File: config.mk
export PLATFORM = sky130hd
export DESIGN_NAME = hand_pose_scheduler_flat
export DESIGN_NICKNAME = d
export VERILOG_FILES = /design/src/rtl/hand_pose_if.sv /design/src/rtl/hand_pose_scheduler.sv /design/src/flat_wrapper.sv
export SDC_FILE = /design/constraint.sdc
export NUM_CORES = 1
export LEC_CHECK = 0
export CAP_MARGIN = 0
export CORE_MARGIN = 1
export CORE_UTILIZATION = 40
export DETAILED_ROUTE_END_ITERATION = 10
export DONT_BUFFER_PORTS = 1
export PLACE_DENSITY = 0.59
export SYNTH_ARGS = -nofsm -noshare
export SYNTH_HDL_FRONTEND = slang
export SYNTH_SLANG_ARGS = --single-unit
File: constraint.sdc
create_clock -name clk_in -period 1.6 [get_ports clk_in]
set_input_delay 0.32 -clock clk_in [delete_from_list [all_inputs] [get_ports clk_in]]
set_output_delay 0.32 -clock clk_in [all_outputs]
set_load 0.05 [all_outputs]
File: src/rtl/hand_pose_if.sv
// Pose scheduler bus: frame strobe, both pose sources, the camera valid/ready
// pair and the committed-pose outputs, plus the scheduler's FSM state for debug.
interface hand_pose_if;
    logic        frame_start_in;
    logic        force_btn_in;
    logic [75:0] btn_pose_in;
    logic [75:0] cam_pose_in;
    logic        cam_valid_in;
    logic        cam_ready_out;
    logic [75:0] pose_out;
    logic        pose_valid_out;
    logic        src_sel_out;
    logic        cam_locked_out;
    logic [1:0]  state_dbg;

    modport master (
        output frame_start_in, force_btn_in, btn_pose_in, cam_pose_in, cam_valid_in,
        input  cam_ready_out, pose_out, pose_valid_out, src_sel_out, cam_locked_out, state_dbg
    );

    modport slave (
        input  frame_start_in, force_btn_in, btn_pose_in, cam_pose_in, cam_valid_in,
        output cam_ready_out, pose_out, pose_valid_out, src_sel_out, cam_locked_out, state_dbg
    );
endinterface

File: src/rtl/hand_pose_scheduler.sv
// Selects camera or button hand pose and commits it to the renderer only on frame
// boundaries; a watchdog drops back to buttons when the camera stream goes quiet.
module hand_pose_scheduler #(
    parameter int MAX_X       = 3400,
    parameter int MAX_Y       = 3400,
    parameter int MAX_Z       = 500,
    parameter int RESET_XY    = 1800,
    parameter int CAM_TIMEOUT = 3250000,
    parameter int CAM_RELOCK  = 4
) (
    input  logic        clk_in,
    input  logic        rst_in,
    hand_pose_if.slave  bus
);

    typedef enum logic [1:0] {
        ST_BTN = 2'd0,
        ST_ACQ = 2'd1,
        ST_CAM = 2'd2
    } state_t;

    localparam int WD_W = $clog2(CAM_TIMEOUT + 1);
    localparam int LK_W = $clog2(CAM_RELOCK + 1);

    localparam logic [11:0]     X_LIM   = 12'(MAX_X - 1);
    localparam logic [11:0]     Y_LIM   = 12'(MAX_Y - 1);
    localparam logic [13:0]     Z_LIM   = 14'(MAX_Z - 1);
    localparam logic [11:0]     RXY     = 12'(RESET_XY);
    localparam logic [75:0]     RESET_POSE = {RXY, RXY, 14'd0, RXY, RXY, 14'd0};
    localparam logic [WD_W-1:0] WD_MAX  = WD_W'(CAM_TIMEOUT);
    localparam logic [WD_W-1:0] WD_LAST = WD_W'(CAM_TIMEOUT - 1);
    localparam logic [LK_W-1:0] LK_TGT  = LK_W'(CAM_RELOCK);

    state_t          state, state_nx;
    logic [LK_W-1:0] lock_cnt, lock_nx;
    logic [WD_W-1:0] wd_cnt;
    logic [75:0]     shadow;
    logic [75:0]     cam_clamped;
    logic [75:0]     pose_r;
    logic            pose_valid_r;
    logic            src_sel_r;
    logic            rst_q;
    logic            accept;
    logic            timeout;

    function automatic logic [75:0] clamp_pose(input logic [75:0] p);
        logic [11:0] xb, yb, xt, yt;
        logic [13:0] zb, zt;
        xb = (p[75:64] > X_LIM) ? X_LIM : p[75:64];
        yb = (p[63:52] > Y_LIM) ? Y_LIM : p[63:52];
        zb = (p[51:38] > Z_LIM) ? Z_LIM : p[51:38];
        xt = (p[37:26] > X_LIM) ? X_LIM : p[37:26];
        yt = (p[25:14] > Y_LIM) ? Y_LIM : p[25:14];
        zt = (p[13:0]  > Z_LIM) ? Z_LIM : p[13:0];
        return {xb, yb, zb, xt, yt, zt};
    endfunction

    // Handshake: a camera sample transfers on a cycle where cam_valid_in and
    // cam_ready_out are both high. Ready drops in the cycle after reset and on
    // every frame_start_in, so the shadow never changes while it is being committed.
    assign bus.cam_ready_out = !rst_q && !bus.frame_start_in;
    assign accept            = bus.cam_valid_in && bus.cam_ready_out;
    assign timeout           = (wd_cnt == WD_LAST) && !accept;
    assign cam_clamped       = clamp_pose(bus.cam_pose_in);

    assign bus.pose_out       = pose_r;
    assign bus.pose_valid_out = pose_valid_r;
    assign bus.src_sel_out    = src_sel_r;
    assign bus.cam_locked_out = (state == ST_CAM);
    assign bus.state_dbg      = state;

    always_ff @(posedge clk_in) begin
        rst_q <= rst_in;
        if (rst_in) begin
            state        <= ST_BTN;
            lock_cnt     <= '0;
            wd_cnt       <= '0;
            shadow       <= RESET_POSE;
            pose_r       <= RESET_POSE;
            pose_valid_r <= 1'b0;
            src_sel_r    <= 1'b0;
        end else begin
            state    <= state_nx;
            lock_cnt <= lock_nx;
            if (accept) begin
                wd_cnt <= '0;
                shadow <= cam_clamped;
            end else if (wd_cnt != WD_MAX) begin
                wd_cnt <= wd_cnt + WD_W'(1);
            end
            pose_valid_r <= bus.frame_start_in;
            // Source is decided by the state held during the frame_start cycle.
            if (bus.frame_start_in) begin
                pose_r    <= (state == ST_CAM) ? shadow : bus.btn_pose_in;
                src_sel_r <= (state == ST_CAM);
            end
        end
    end

    always_comb begin
        state_nx = state;
        lock_nx  = lock_cnt;
        if (bus.force_btn_in) begin
            state_nx = ST_BTN;
            lock_nx  = '0;
        end else begin
            case (state)
                ST_BTN: begin
                    if (accept) begin
                        lock_nx  = LK_W'(1);
                        state_nx = (CAM_RELOCK == 1) ? ST_CAM : ST_ACQ;
                    end
                end
                ST_ACQ: begin
                    if (accept) begin
                        lock_nx = lock_cnt + LK_W'(1);
                        if ((lock_cnt + LK_W'(1)) == LK_TGT) state_nx = ST_CAM;
                    end else if (timeout) begin
                        state_nx = ST_BTN;
                        lock_nx  = '0;
                    end
                end
                ST_CAM: begin
                    if (timeout) begin
                        state_nx = ST_BTN;
                        lock_nx  = '0;
                    end
                end
                default: begin
                    state_nx = ST_BTN;
                    lock_nx  = '0;
                end
            endcase
        end
    end

endmodule

File: src/flat_wrapper.sv
// flat-port wrapper written by rule: the top's interface ports become plain ports
module hand_pose_scheduler_flat 
#(
    parameter int MAX_X       = 3400,
    parameter int MAX_Y       = 3400,
    parameter int MAX_Z       = 500,
    parameter int RESET_XY    = 1800,
    parameter int CAM_TIMEOUT = 3250000,
    parameter int CAM_RELOCK  = 4
)
  (clk_in, rst_in, bus_frame_start_in, bus_force_btn_in, bus_btn_pose_in, bus_cam_pose_in, bus_cam_valid_in, bus_cam_ready_out, bus_pose_out, bus_pose_valid_out, bus_src_sel_out, bus_cam_locked_out, bus_state_dbg);
  hand_pose_if bus_i ();
  input  logic clk_in;
  input  logic rst_in;
  input wire logic [$bits(bus_i.frame_start_in)-1:0] bus_frame_start_in;
  input wire logic [$bits(bus_i.force_btn_in)-1:0] bus_force_btn_in;
  input wire logic [$bits(bus_i.btn_pose_in)-1:0] bus_btn_pose_in;
  input wire logic [$bits(bus_i.cam_pose_in)-1:0] bus_cam_pose_in;
  input wire logic [$bits(bus_i.cam_valid_in)-1:0] bus_cam_valid_in;
  output wire logic [$bits(bus_i.cam_ready_out)-1:0] bus_cam_ready_out;
  output wire logic [$bits(bus_i.pose_out)-1:0] bus_pose_out;
  output wire logic [$bits(bus_i.pose_valid_out)-1:0] bus_pose_valid_out;
  output wire logic [$bits(bus_i.src_sel_out)-1:0] bus_src_sel_out;
  output wire logic [$bits(bus_i.cam_locked_out)-1:0] bus_cam_locked_out;
  output wire logic [$bits(bus_i.state_dbg)-1:0] bus_state_dbg;
  assign bus_i.frame_start_in = bus_frame_start_in;
  assign bus_i.force_btn_in = bus_force_btn_in;
  assign bus_i.btn_pose_in = bus_btn_pose_in;
  assign bus_i.cam_pose_in = bus_cam_pose_in;
  assign bus_i.cam_valid_in = bus_cam_valid_in;
  assign bus_cam_ready_out = bus_i.cam_ready_out;
  assign bus_pose_out = bus_i.pose_out;
  assign bus_pose_valid_out = bus_i.pose_valid_out;
  assign bus_src_sel_out = bus_i.src_sel_out;
  assign bus_cam_locked_out = bus_i.cam_locked_out;
  assign bus_state_dbg = bus_i.state_dbg;
  hand_pose_scheduler #(.MAX_X(MAX_X), .MAX_Y(MAX_Y), .MAX_Z(MAX_Z), .RESET_XY(RESET_XY), .CAM_TIMEOUT(CAM_TIMEOUT), .CAM_RELOCK(CAM_RELOCK)) u_core (.clk_in(clk_in), .rst_in(rst_in), .bus(bus_i));
endmodule
== Yosys cells after proc, flatten, opt, wreduce, memory -nomap -nowiden ==
Cells that the tools add are included.

* Register bits after elaboration: 182
* Input bits: 157
* Output and inout port bits: 82
* Logic and storage cells: 49

* Add/sub/neg operators: 2
* $lt $le $gt $ge: 6
* Eq/ne operators: 7
* Multiplexer cells: 16
* Reductions and logical operators: 10

{| class="wikitable"
|+ Operator list
! kind !! count
|-
| 2-to-1 mux 76 bit || 1
|-
| greater-than comparator 12 bit, second input constant || 4
|-
| 2-to-1 mux 12 bit || 4
|-
| greater-than comparator 14 x 9 -> 1 bit, second input constant || 2
|-
| 2-to-1 mux 14 bit || 2
|-
| adder 22 x 1 -> 22 bit, second input constant || 1
|-
| equality test 22 bit, second input constant || 1
|-
| != test 22 bit, second input constant || 1
|-
| 2-to-1 mux 3 bit || 3
|-
| case mux 3 bit (3 select lines) || 1
|-
| 2-to-1 mux 2 bit || 4
|-
| case mux 2 bit (3 select lines) || 1
|-
| OR reduction 2 bit || 2
|-
| adder 3 x 1 -> 3 bit, second input constant || 1
|-
| equality test 3 bit, second input constant || 1
|-
| logical AND 1 bit || 3
|-
| logical NOT 1 bit || 3
|-
| != test 3 bit, second input constant || 1
|-
| equality test 2 x 1 -> 1 bit, second input constant || 1
|-
| equality test 2 bit, second input constant || 1
|-
| logical NOT 2 bit || 1
|-
| != test 2 x 1 -> 1 bit, second input constant || 1
|-
| AND reduction 2 bit || 1
|}

== Logic depth before layout (Yosys ltp) ==
Gate-level depths: netlist (run 1).

* Depth after elaboration: 8
* Mapped depth: 8
* Mapped depth without buffers: 6

== Worst setup path after synthesis (run 1) ==
Ideal clock, no wire load.

* Path kind: register to register
* Start point: register u_core.state[0] (netlist: u_core.bus.state_dbg[0])
* End point: register u_core.pose_r[66] (netlist: u_core.bus.pose_out[66])
* Setup time: 91 ps
* Data arrival time: 2062 ps
* Required time: 1509 ps
* Slack: -553 ps
* Cell stages (with the launch flop): 8
* Buffers on the path: 3
* Period minus slack after synthesis: 2153 ps
* Cells stage by stage: dfxtp_1 -> clkbuf_1 -> nand2b_1 -> buf_2 -> inv_2 -> clkbuf_1 -> nand2_1 -> a311oi_1

* Cells in the longest elaborated chain, start to end: 2

{| class="wikitable"
|+ Ends and longest elaborated chain
! item !! RTL line !! RTL
|-
| start: declaration || hand_pose_scheduler.sv:34 || <nowiki>state_t state, state_nx;</nowiki>
|-
| start signal: assignment || hand_pose_scheduler.sv:83 || <nowiki>state <= state_nx;</nowiki>
|-
| equality test 2 bit || n/a ||
|-
| named net bus_cam_locked_out || flat_wrapper.sv:24 || <nowiki>output wire logic [$bits(bus_i.cam_locked_out)-1:0] bus_cam_locked_out;</nowiki>
|-
| 2-to-1 mux 76 bit || hand_pose_scheduler.sv:94 || <nowiki>pose_r <= (state == ST_CAM) ? shadow : bus.btn_pose_in;</nowiki>
|-
| end signal: assignment || hand_pose_scheduler.sv:94 ||
|-
| end: declaration || hand_pose_scheduler.sv:39 || <nowiki>logic [75:0] pose_r;</nowiki>
|}

The timed path passes the listed nets, and every way through them passes these cells.
A chain may end at the register's enable or synchronous reset.

== Worst setup path in the final report (run 1) ==
* Start point: register u_core.wd_cnt[0]
* End point: register u_core.wd_cnt[17]

* Cells in the longest elaborated chain, start to end: 1
* Elaborated cells on any way between the ends: 2
* Classes of those cells: add/sub: 1; eq/ne: 1

{| class="wikitable"
|+ Ends and longest elaborated chain
! item !! RTL line !! RTL
|-
| start: declaration || hand_pose_scheduler.sv:36 || <nowiki>logic [WD_W-1:0] wd_cnt;</nowiki>
|-
| start signal: assignment || hand_pose_scheduler.sv:89 || <nowiki>wd_cnt <= wd_cnt + WD_W'(1);</nowiki>
|-
| adder 22 x 1 -> 22 bit / != test 22 bit (equally long branches) || hand_pose_scheduler.sv:89, hand_pose_scheduler.sv:88 ||
|}

Several ways; a longest one is shown, not always the timed one.

==> results.tsv, run 1 <==
stage	metric	value	unit
pwr	p_leak	3.508	nW
cells_and_area	multi_input_area	0.003837	mm2
global_routing	use_met2	35.11	%
cells_and_area	final.fill_count	1845	
cells_and_area	syn2layout_area_growth	20.26	%
global_routing	grt_first_pass_wirelength	34740	um
cells_and_area	seqCellArea	0.003666	mm2
synth	ys_ff_latch	182	
sta	period_minus_slack	1579	ps
synth	dominantRegCellSynth	dfxtp_1	
critical_path	cp_slowest_cell	or3_4	
pwr	ir_drop	739.8	uV
pwr	clkPwrFrac	41.5	%
pwr	p_comb_share	7.6	%
critical_path	cp_max_fo	5	
global_routing	antenna_found_initial	0	
global_routing	use_met3	5.163	%
drt	vias	6911	
flow_run	maxCapViolCount	0	
sta	clock.fmax	633.1	MHz
floorplanning	start_util	40.99	%
floorplanning	io_pins	239	
synth	async_reset_ff_share	0	%
cells_and_area	num_antenna_cells	0	
global_routing	grt_usage	22.13	%
floorplanning	core	0.01877	mm2
clocking	clock_latency	440	ps
global_routing	met1_usage	29.56	%
synth	synth_top_area_share	47.36	%
drt	routed_via_density	5.560	
floorplanning	fp.dieW	140.7	um
floorplanning	die_area	0.01979	mm2
floorplanning	core.rowCount	50	
clocking	cts_buffer_depth	2	
pwr	p_int	7.282	mW
drt	drt_wl_total	22060	um
pwr	pwr-share-seq	50.8	%
sta	finClkSkew	14.48	ps
clocking	numCtsBuffers	17	
synth	synth.area.top_cells	dfxtp_1 (47%), nand2_1 (9.6%), nor2_1 (6.9%), a311oi_1 (6.8%), clkbuf_1 (2.6%)	
critical_path	critPathKind	register to register	
pwr	p_per_area	1098	mW/mm2
critical_path	cp_num_buf_inv	1	
synth	synthDistinctLibCells	52	
sta	maxSlewViolCount	0	
sta	worst_slack	20.55	ps
critical_path	cp-start-kind	register	
critical_path	worstSetupEndpointType	register	
drt	drcViolationCount	0	
sta	max_slew_margin	57.41	%
synth	synth_seq_area_share	47.36	%
cells_and_area	fin_nets	1157	
pwr	power.switching	2.874	mW
synth	synth_edf_count	0	
critical_path	worstPathRequired	1970	ps
sta	worstMarginPinSlew	638.1	ps
synth	yosysMostFrequentCell	nand2_1	
global_routing	gr-total-overflow	0	
synth	synth_area	0.007694	mm2
synth	synth.largest_area_cell	dfxtp_1	
critical_path	path_delay_family	simple AND/OR/NAND/NOR gates	
critical_path	worst_path_largest_cell_delay	420	ps
global_routing	grt_max_degree	158	
sta	whs	-51.09	ps
place	io_buffer_count	0	
global_routing	grt_pass1_vias	6451	
sta	hold_viol_final	3	
synth	synth_warnings	0	
critical_path	crit_chain	nand4_4, or3_4, buf_6, or3_4, a21oi_2	
worst_hold_path	hold_class	primary input to register	
place	hpwlAfterDp	15110	um
synth	avgSynthCellArea	8.023	um2
critical_path	cpMostUsedCell	or3_4	
cells_and_area	drive_gt1_share	17.15	%
pwr	p_sw_share	28.30	%
drt	drt_iter0_drc	374	
floorplanning	die_h	140.7	um
critical_path	cp.arrival	1950	ps
clocking	htree_levels	4	
outcome	status	finished, violations left	
place	dpl_worst_slack	-68.65	ps
place	gp_congestion	0.8404	
clocking	cts_tree	yes	
sta	final.period_utilization	98.72	%
clocking	clkSlewWorstSetupHoldPaths	80	ps
drt	antenna_left	0	
outcome	violations	hold timing	
drt	wire_per_inst	17.74	um
global_routing	top_usage_layer	met2	
sta	setup_violations	0	
synth	syn_nets	1120	
synth	netlist_top_cells_count	nand2_1 (197), dfxtp_1 (182), nor2_1 (142)	
synth	synthCells	959	
drt	drt-pass1-iter-count	7	
clocking	cts.sinks	182	
clocking	clock-root-buffer	clkbuf_16	
==> path summary, 6_finish.rpt <==
path               startpoint                endpoint  slack [ps]  cells past startpoint
max          u_core.wd_cnt[0]       u_core.wd_cnt[17]          20                      5
min                    rst_in  u_core.bus.src_sel_out         -50                      1
max reg2reg  u_core.wd_cnt[0]       u_core.wd_cnt[17]          20                      5
min reg2reg  u_core.shadow[2]        u_core.shadow[2]         450                      2
==> stage by stage <==
| stage | total power [mW] | utilization [%] | TNS (ps) | instances | cell area (um2) |
|---|---|---|---|---|---|
| 2_1_floorplan | 5.891 | - | 0 | 959 | 7727 |
| 3_3_place_gp | 6.002 | 44.51 | -622.0 | 1200 | 8353 |
| 3_5_place_dp | 6.017 | 44.51 | -1191 | 1200 | 8353 |
| 4_1_cts | 10.24 | 48.50 | -62.73 | 1239 | 9102 |
| 5_1_grt | 10.54 | 49.30 | -117.8 | 1243 | 9253 |
| 6_report | 10.16 | 49.30 | 0 | 1243 | 9253 |
==> metal layers <==
layer / routed length [um] / up-vias
li1: - / 3437
met1: 10040 / 3212
met2: 10180 / 237
met3: 1569 / 25
met4: 262 / 0
met5: 0 / -
==> cell families after synthesis <==
family | count (synthesis) | share of synthesized area (%)
flops | 182 | 47.36
compound gates | 187 | 17.87
mux | 1 | 0.1301
simple gates | 487 | 28.51
xor+xnor | 7 | 0.7969
fa+ha+maj | 4 | 0.6505
buf+inv | 91 | 4.683
==> placed cells by master (no fill, tap or decap), types with 7 or more instances in the layout <==
cell type  instances
a211o_1            8
a211oi_1          16
a21oi_1           21
a311oi_1          60
a31oi_1           28
and2_1            16
and3_1             7
buf_4             73
clkbuf_16         17
dfxtp_1          170
dfxtp_2            9
inv_1             20
nand2_1          197
nand3_1           30
nand4_1           12
nor2_1           135
nor3_1            25
o211ai_1          10
o21a_1             7
o21ai_0           15
or2_2             17
or3_1              7
==> area by class of cell <==
cell class | count | area share (%)
clock buffer | 17 | 4.598
clock inverter | 15 | 1.731
inverter | 21 | 0.9331
multi-input combinational | 686 | 41.47
sequential | 182 | 39.62
tap | 234 | 3.164
timing repair buffer | 88 | 8.479
==> power by group through the flow <==
stage          Combinational [mW]  Clock (mW)  Sequential (mW)
2_1_floorplan               0.498           0             5.39
3_3_place_gp                0.741           0             5.26
3_5_place_dp                0.755           0             5.26
4_1_cts                     0.770        4.31             5.16
5_1_grt                     0.858        4.50             5.19
6_report                    0.776        4.22             5.16
==> worst register-to-register path: stages (launching register included) <==
cell and delay [ps]:
dfxtp_4 380, nand4_4 110, or3_4 420, buf_6 140, or3_4 360, a21oi_2 110
==> flip-flops by register name (all words and copies together), names as in the netlist <==
name,flops
u_core.shadow,76
u_core.wd_cnt,22
u_core.bus.pose_out,76
u_core.bus.src_sel_out,1
u_core.bus.pose_valid_out,1
u_core.bus.state_dbg,2
u_core.rst_q,1
u_core.lock_cnt,3
==> repair_timing <==
action	CTS	global route
hold buffers	5	1
cloned	2	1
setup endpoints to repair	30	16
endpoints found under the hold margin	142	114
setup buffers	0	2
pin swaps	0	12
resized for setup	17	32
No activity file was read; power rests on OpenSTA's default activity.
==> run 2, diff against run 1 <==
CORE_UTILIZATION = 57   (was 40)
PLACE_DENSITY = 0.78   (was 0.59)
==> results.tsv, run 2 (synthesis gave the netlist of run 1 again) <==
stage	metric	value	unit
sta	final.period_utilization	100.9	%
sta	period_minus_slack	1614	ps
pwr	p_leak	3.502	nW
pwr	p_per_area	1117	mW/mm2
sta	rsz0062_at_grt	true	
clocking	cts.sinks	182	
place	dpl_worst_slack	-58.13	ps
cells_and_area	layout_common_cells	nand2_1 (197), dfxtp_1 (173), nor2_1 (139)	
cells_and_area	stdcell_count	1176	
pwr	ir_drop	783.4	uV
critical_path	cp_max_fo	5	
floorplanning	core.rowCount	42	
place	io_buffer_count	0	
critical_path	worstSetupEndpointType	register	
global_routing	antenna_found_initial	0	
floorplanning	start_util	58.33	%
place	hpwlAfterDp	13810	um
place	placed_area	0.008223	mm2
pwr	power	10.29	mW
drt	highest_layer	met4	
outcome	status	finished, violations left	
place	gp_congestion	0.8869	
clocking	htree_levels	4	
global_routing	grt_usage	30.11	%
sta	maxSlewViolCount	0	
critical_path	critPathKind	register to register	
clocking	clock-root-buffer	clkbuf_16	
clocking	cts_buffer_depth	2	
global_routing	grt_max_degree	158	
critical_path	cp_slowest_cell	dfxtp_4	
drt	drt_iter0_drc	734	
drt	drt-pass1-iter-count	5	
critical_path	path_delay_family	simple AND/OR/NAND/NOR gates	
drt	met3_length	1503	um
critical_path	worst_path_largest_cell_delay	370	ps
critical_path	worstPathRequired	1920	ps
global_routing	grt_pass1_vias	6507	
floorplanning	core	0.01319	mm2
clocking	clkSlewWorstSetupHoldPaths	60	ps
cells_and_area	syn2layout_area_growth	19.66	%
outcome	violations	hold timing, setup timing	
critical_path	crit_chain	buf_6, inv_4, ha_4, nor4bb_4, nand3_2, buf_4, o21ai_0, a21oi_1	
critical_path	cp_num_buf_inv	3	
sta	setup_tns	-20.67	ps
sta	worstMarginPinSlew	558.2	ps
floorplanning	die_area	0.01397	mm2
floorplanning	io_pins	239	
drt	drcViolationCount	0	
drt	antenna_left	0	
cells_and_area	num_antenna_cells	0	
clocking	hold_buffers	2	
sta	finClkSkew	12.70	ps
drt	vias	7034	
sta	clock.fmax	619.5	MHz
cells_and_area	postLayoutCoreUtil	69.80	%
drt	routed_via_density	5.981	
drt	wl_met1	9140	um
cells_and_area	drive_gt1_share	16.50	%
clocking	cts_tree	yes	
global_routing	gr-total-overflow	0	
cells_and_area	fin_nets	1148	
critical_path	cp.arrival	1930	ps
floorplanning	fp.dieW	118.2	um
cells_and_area	fin_area	0.009206	mm2
sta	max_slew_margin	62.73	%
clocking	numCtsBuffers	17	
sta	hold_viol_final	20	
worst_hold_path	hold_class	primary input to register	
cells_and_area	final_common_cell	nand2_1	
flow_run	maxCapViolCount	0	
clocking	clock_latency	430	ps
floorplanning	die_h	118.2	um
drt	dr_wl_met2	10260	um
global_routing	grt_first_pass_wirelength	33590	um
sta	worst_slack	-14.23	ps
place	dp.cells	1131	
sta	whs	-71.97	ps
drt	wire_per_inst	18.21	um
drt	drt_wl_total	21420	um
critical_path	cp-start-kind	register	
sta	setup_violations	2	
==> run 2: cell types whose count changed in the layout (fill, tap and decap cells not counted), sizes merged, moves of 2 or more <==
cell	before	now
clkbuf	17	21
bufinv	1	3
buf	80	75
dlygate4sd3	6	2
inv	28	23
==> run 2: per-layer routing <==
metal	up-vias	track usage, %
met5	-	0
met4	0	12.74
met3	44	8.736
met2	260	47.35
met1	3312	38.51
li1	3418	-
==> run 2: final cells by class <==
type | instances | area [um2]
fill | 1078 | 3984
clock inverter | 12 | 147.6
clock buffer | 20 | 467.9
tap | 176 | 220.2
multi-input combinational | 686 | 3855
sequential | 182 | 3662
inverter | 21 | 88.84
timing repair buffer | 79 | 764.5
==> run 2: worst paths after layout <==
path / from / end / slack, ps / cells after the start
setup / recovery: u_core.wd_cnt[0] / u_core.wd_cnt[2] / -10 / 8
hold / removal: rst_in / u_core.rst_q / -70 / 0
setup reg to reg: u_core.wd_cnt[0] / u_core.wd_cnt[2] / -10 / 8
hold reg to reg: u_core.shadow[40] / u_core.shadow[40] / 460 / 2
==> run 2: repair_timing <==
item | 4_1_cts | 5_1_grt
hold endpoints to repair | 135 | 115
pin swaps | 0 | 12
setup buffers | 1 | 8
gates cloned | 1 | 1
endpoints found under the setup margin | 28 | 18
resized for setup | 13 | 41
==> run 2: worst reg2reg max path, cell delays in order, from the launching register on <==
cell and delay [ps]:
dfxtp_4 370, buf_6 130, inv_4 40, ha_4 120, nor4bb_4 340, nand3_2 150, buf_4 160, o21ai_0 130
a21oi_1 70
==> run 2: power by group <==
| part | total (mW) | switching, mW | internal (mW) |
|---|---|---|---|
| Combinational | 0.698 | 0.379 | 0.318 |
| Sequential | 5.24 | 0.495 | 4.75 |
| Clock | 4.35 | 1.76 | 2.59 |
==> run 3, diff against run 2 <==
ABC_AREA = 1   (was not set)
==> results.tsv, run 3 <==
stage	metric	value	unit
critical_path	reg2reg_depth	9	
global_routing	grt_usage	31.90	%
flow_run	maxCapViolCount	0	
synth	synth-simple-area-share	23.58	%
drt	antenna_left	0	
sta	period_minus_slack	1573	ps
sta	whs	8.514	ps
drt	drcViolationCount	0	
pwr	ir_drop	652.7	uV
synth	synth.largest_area_cell	dfxtp_1	
drt	drt_iter0_drc	544	
floorplanning	start_util	58.17	%
cells_and_area	layout_common_cells	nand2_1 (239), dfxtp_1 (179), o21ai_0 (129)	
critical_path	setup.worst_path.start	u_core.wd_cnt[0]	
synth	synth_top_area_share	47.49	%
synth	synth_area	0.007672	mm2
sta	worst_slack	26.87	ps
synth	netlist_top_cells_count	nand2_1 (239), dfxtp_1 (182), o21ai_0 (132)	
pwr	p_comb_share	5.9	%
drt	routed_via_density	5.868	
synth	syn_nets	1205	
floorplanning	die_h	118.0	um
sta	worstMarginPinSlew	853.1	ps
clocking	clock_latency	440	ps
outcome	status	finished, final reports clean	
critical_path	worstSetupEndpointType	register	
clocking	htree_levels	4	
synth	synth_top_family_by_area	simple AND/OR/NAND/NOR gates	
critical_path	r2r-start	u_core.wd_cnt[0]	
critical_path	r2r_slack	30	ps
pwr	p_leak	3.563	nW
sta	rsz0062_at_grt	true	
floorplanning	core	0.01319	mm2
synth	async_reset_ff_share	0	%
sta	final.period_utilization	98.32	%
sta	finClkSkew	10.84	ps
synth	synth-xor-area-share	0.1142	%
critical_path	worstPathRequired	1980	ps
floorplanning	core.rowCount	42	
sta	hold_viol_final	0	
synth	synth_seq_area_share	47.49	%
floorplanning	die_area	0.01393	mm2
clocking	clock-root-buffer	clkbuf_16	
synth	synth.area.top_cells	dfxtp_1 (47%), nand2_1 (12%), o21ai_0 (8.6%), nor2_1 (5.7%), a31oi_1 (5.2%)	
sta	max_slew_margin	42.94	%
place	hpwlAfterDp	13950	um
sta	maxSlewViolCount	0	
drt	vias	7229	
critical_path	cp.arrival	1950	ps
drt	drt_wl_total	22480	um
global_routing	grt_pass1_vias	6961	
critical_path	cp_max_fo	5	
synth	avgSynthCellArea	7.349	um2
global_routing	gr-total-overflow	0	
sta	clock.fmax	635.7	MHz
pwr	pwr-share-seq	52.1	%
drt	drt-pass1-iter-count	7	
pwr	p_per_area	1175	mW/mm2
place	io_buffer_count	0	
worst_hold_path	hold_class	primary input to register	
cells_and_area	num_antenna_cells	0	
critical_path	cp-start-kind	register	
cells_and_area	fin_nets	1204	
pwr	power.switching	2.914	mW
synth	synth-adder-area-share	0.6523	%
cells_and_area	fin_area	0.008723	mm2
cells_and_area	drive_gt1_share	9.564	%
global_routing	grt_first_pass_wirelength	34560	um
drt	wire_per_inst	18.25	um
synth	dominantRegCellSynth	dfxtp_1	
pwr	p_int	7.334	mW
cells_and_area	final_common_cell	nand2_1	
global_routing	antenna_found_initial	0	
synth	synthMuxAreaShare	0	%
cells_and_area	stdcell_count	1232	
synth	synth_warnings	0	
synth	yosysMostFrequentCell	nand2_1	
pwr	clkPwrFrac	41.9	%
global_routing	grt_max_degree	93	
clocking	cts_tree	yes	
place	dpl_worst_slack	69.98	ps
pwr	p_sw_share	28.43	%
clocking	cts.sinks	182	
place	placed_area	0.007891	mm2
synth	synth_edf_count	0	
place	gp_congestion	0.9208	
synth	synth-compound-area-share	20.99	%
critical_path	critPathKind	register to register	
clocking	clkSlewWorstSetupHoldPaths	70	ps
place	dp.cells	1186	
cells_and_area	syn2layout_area_growth	13.70	%
sta	setup_violations	0	
critical_path	crit_end	u_core.wd_cnt[8]	
floorplanning	io_pins	239	
synth	synthCells	1044	
floorplanning	fp.dieW	118.0	um
critical_path	r2r_end	u_core.wd_cnt[8]	
clocking	cts_buffer_depth	2	
synth	ys_ff_latch	182	
clocking	numCtsBuffers	17	
synth	synthDistinctLibCells	38	
==> run 3: cell types whose count changed in the layout (fill, tap and decap cells not counted), moves of 38 or more <==
cell	delta
a21oi_1	+46
a311oi_1	-60
buf_4	-38
inv_1	+47
nand2_1	+42
o21ai_0	+115
==> run 3: routing by layer <==
| metal | track usage, % | vias up | wire length (um) |
|---|---|---|---|
| li1 | - | 3475 | - |
| met4 | 18.91 | 0 | 990 |
| met5 | 0 | - | 0 |
| met2 | 52.50 | 330 | 10710 |
| met3 | 9.884 | 67 | 1861 |
| met1 | 36.34 | 3357 | 8923 |
==> run 3: critical path: stages, from the launching register on <==
cell	delay (ps)
dfxtp_2	370
ha_4	150
nand2_2	80
nor2_4	170
nand2_2	100
buf_4	150
nor2_4	80
inv_2	40
or2_2	270
a21oi_2	110
==> run 3: cells by family after synthesis <==
group | count (synthesis)
buffers and inverters | 135
AOI/OAI and AO/OA | 291
DFF | 182
and+or+nand+nor | 431
adders and majority gates | 4
xor gates and xnor gates | 1
==> run 3: final cells by class <==
| class | instances | area [um2] |
|---|---|---|
| fill | 1138 | 4467 |
| sequential | 182 | 3647 |
| multi-input combinational | 727 | 3523 |
| timing repair buffer | 41 | 452.9 |
| clock buffer | 18 | 429.2 |
| inverter | 74 | 280.3 |
| tap | 176 | 220.2 |
| clock inverter | 14 | 170.2 |
==> run 3: worst min path at each step <==
stage | start | endpoint | slack [ps] | cells after the start
floorplan | rst_in | u_core.rst_q | 350 | 0
global placement | rst_in | u_core.rst_q | 350 | 0
detailed placement | rst_in | u_core.rst_q | 350 | 0
CTS | rst_in | u_core.bus.pose_out[60] | 0.08 | 2
global route | bus_frame_start_in | u_core.bus.pose_out[8] | 2 | 1
finish | bus_frame_start_in | u_core.bus.pose_out[12] | 9 | 1
==> run 3: through the flow <==
step	power, mW	util (%)	setup TNS, ps
CTS	10.23	65.51	0
floorplan	5.856	-	0
global route	10.55	66.14	-127.2
global placement	5.949	59.83	0
finish	10.25	66.14	0
detailed placement	5.969	59.83	0
==> run 3: what timing repair did <==
item                       CTS  global route
hold endpoints to repair    48             3
cloned                       2             0
setup buffers                2             1
setup endpoints to repair    1            19
resized for setup            0            19
hold buffers                 6             3
pin swaps                    1             3
==> run 3: power groups by stage <==
| stage | Clock [mW] | Sequential, mW | Combinational (mW) |
|---|---|---|---|
| 2_1_floorplan | 0 | 5.41 | 0.447 |
| 3_3_place_gp | 0 | 5.44 | 0.513 |
| 3_5_place_dp | 0 | 5.44 | 0.530 |
| 4_1_cts | 4.31 | 5.34 | 0.589 |
| 5_1_grt | 4.51 | 5.36 | 0.682 |
| 6_report | 4.30 | 5.34 | 0.609 |
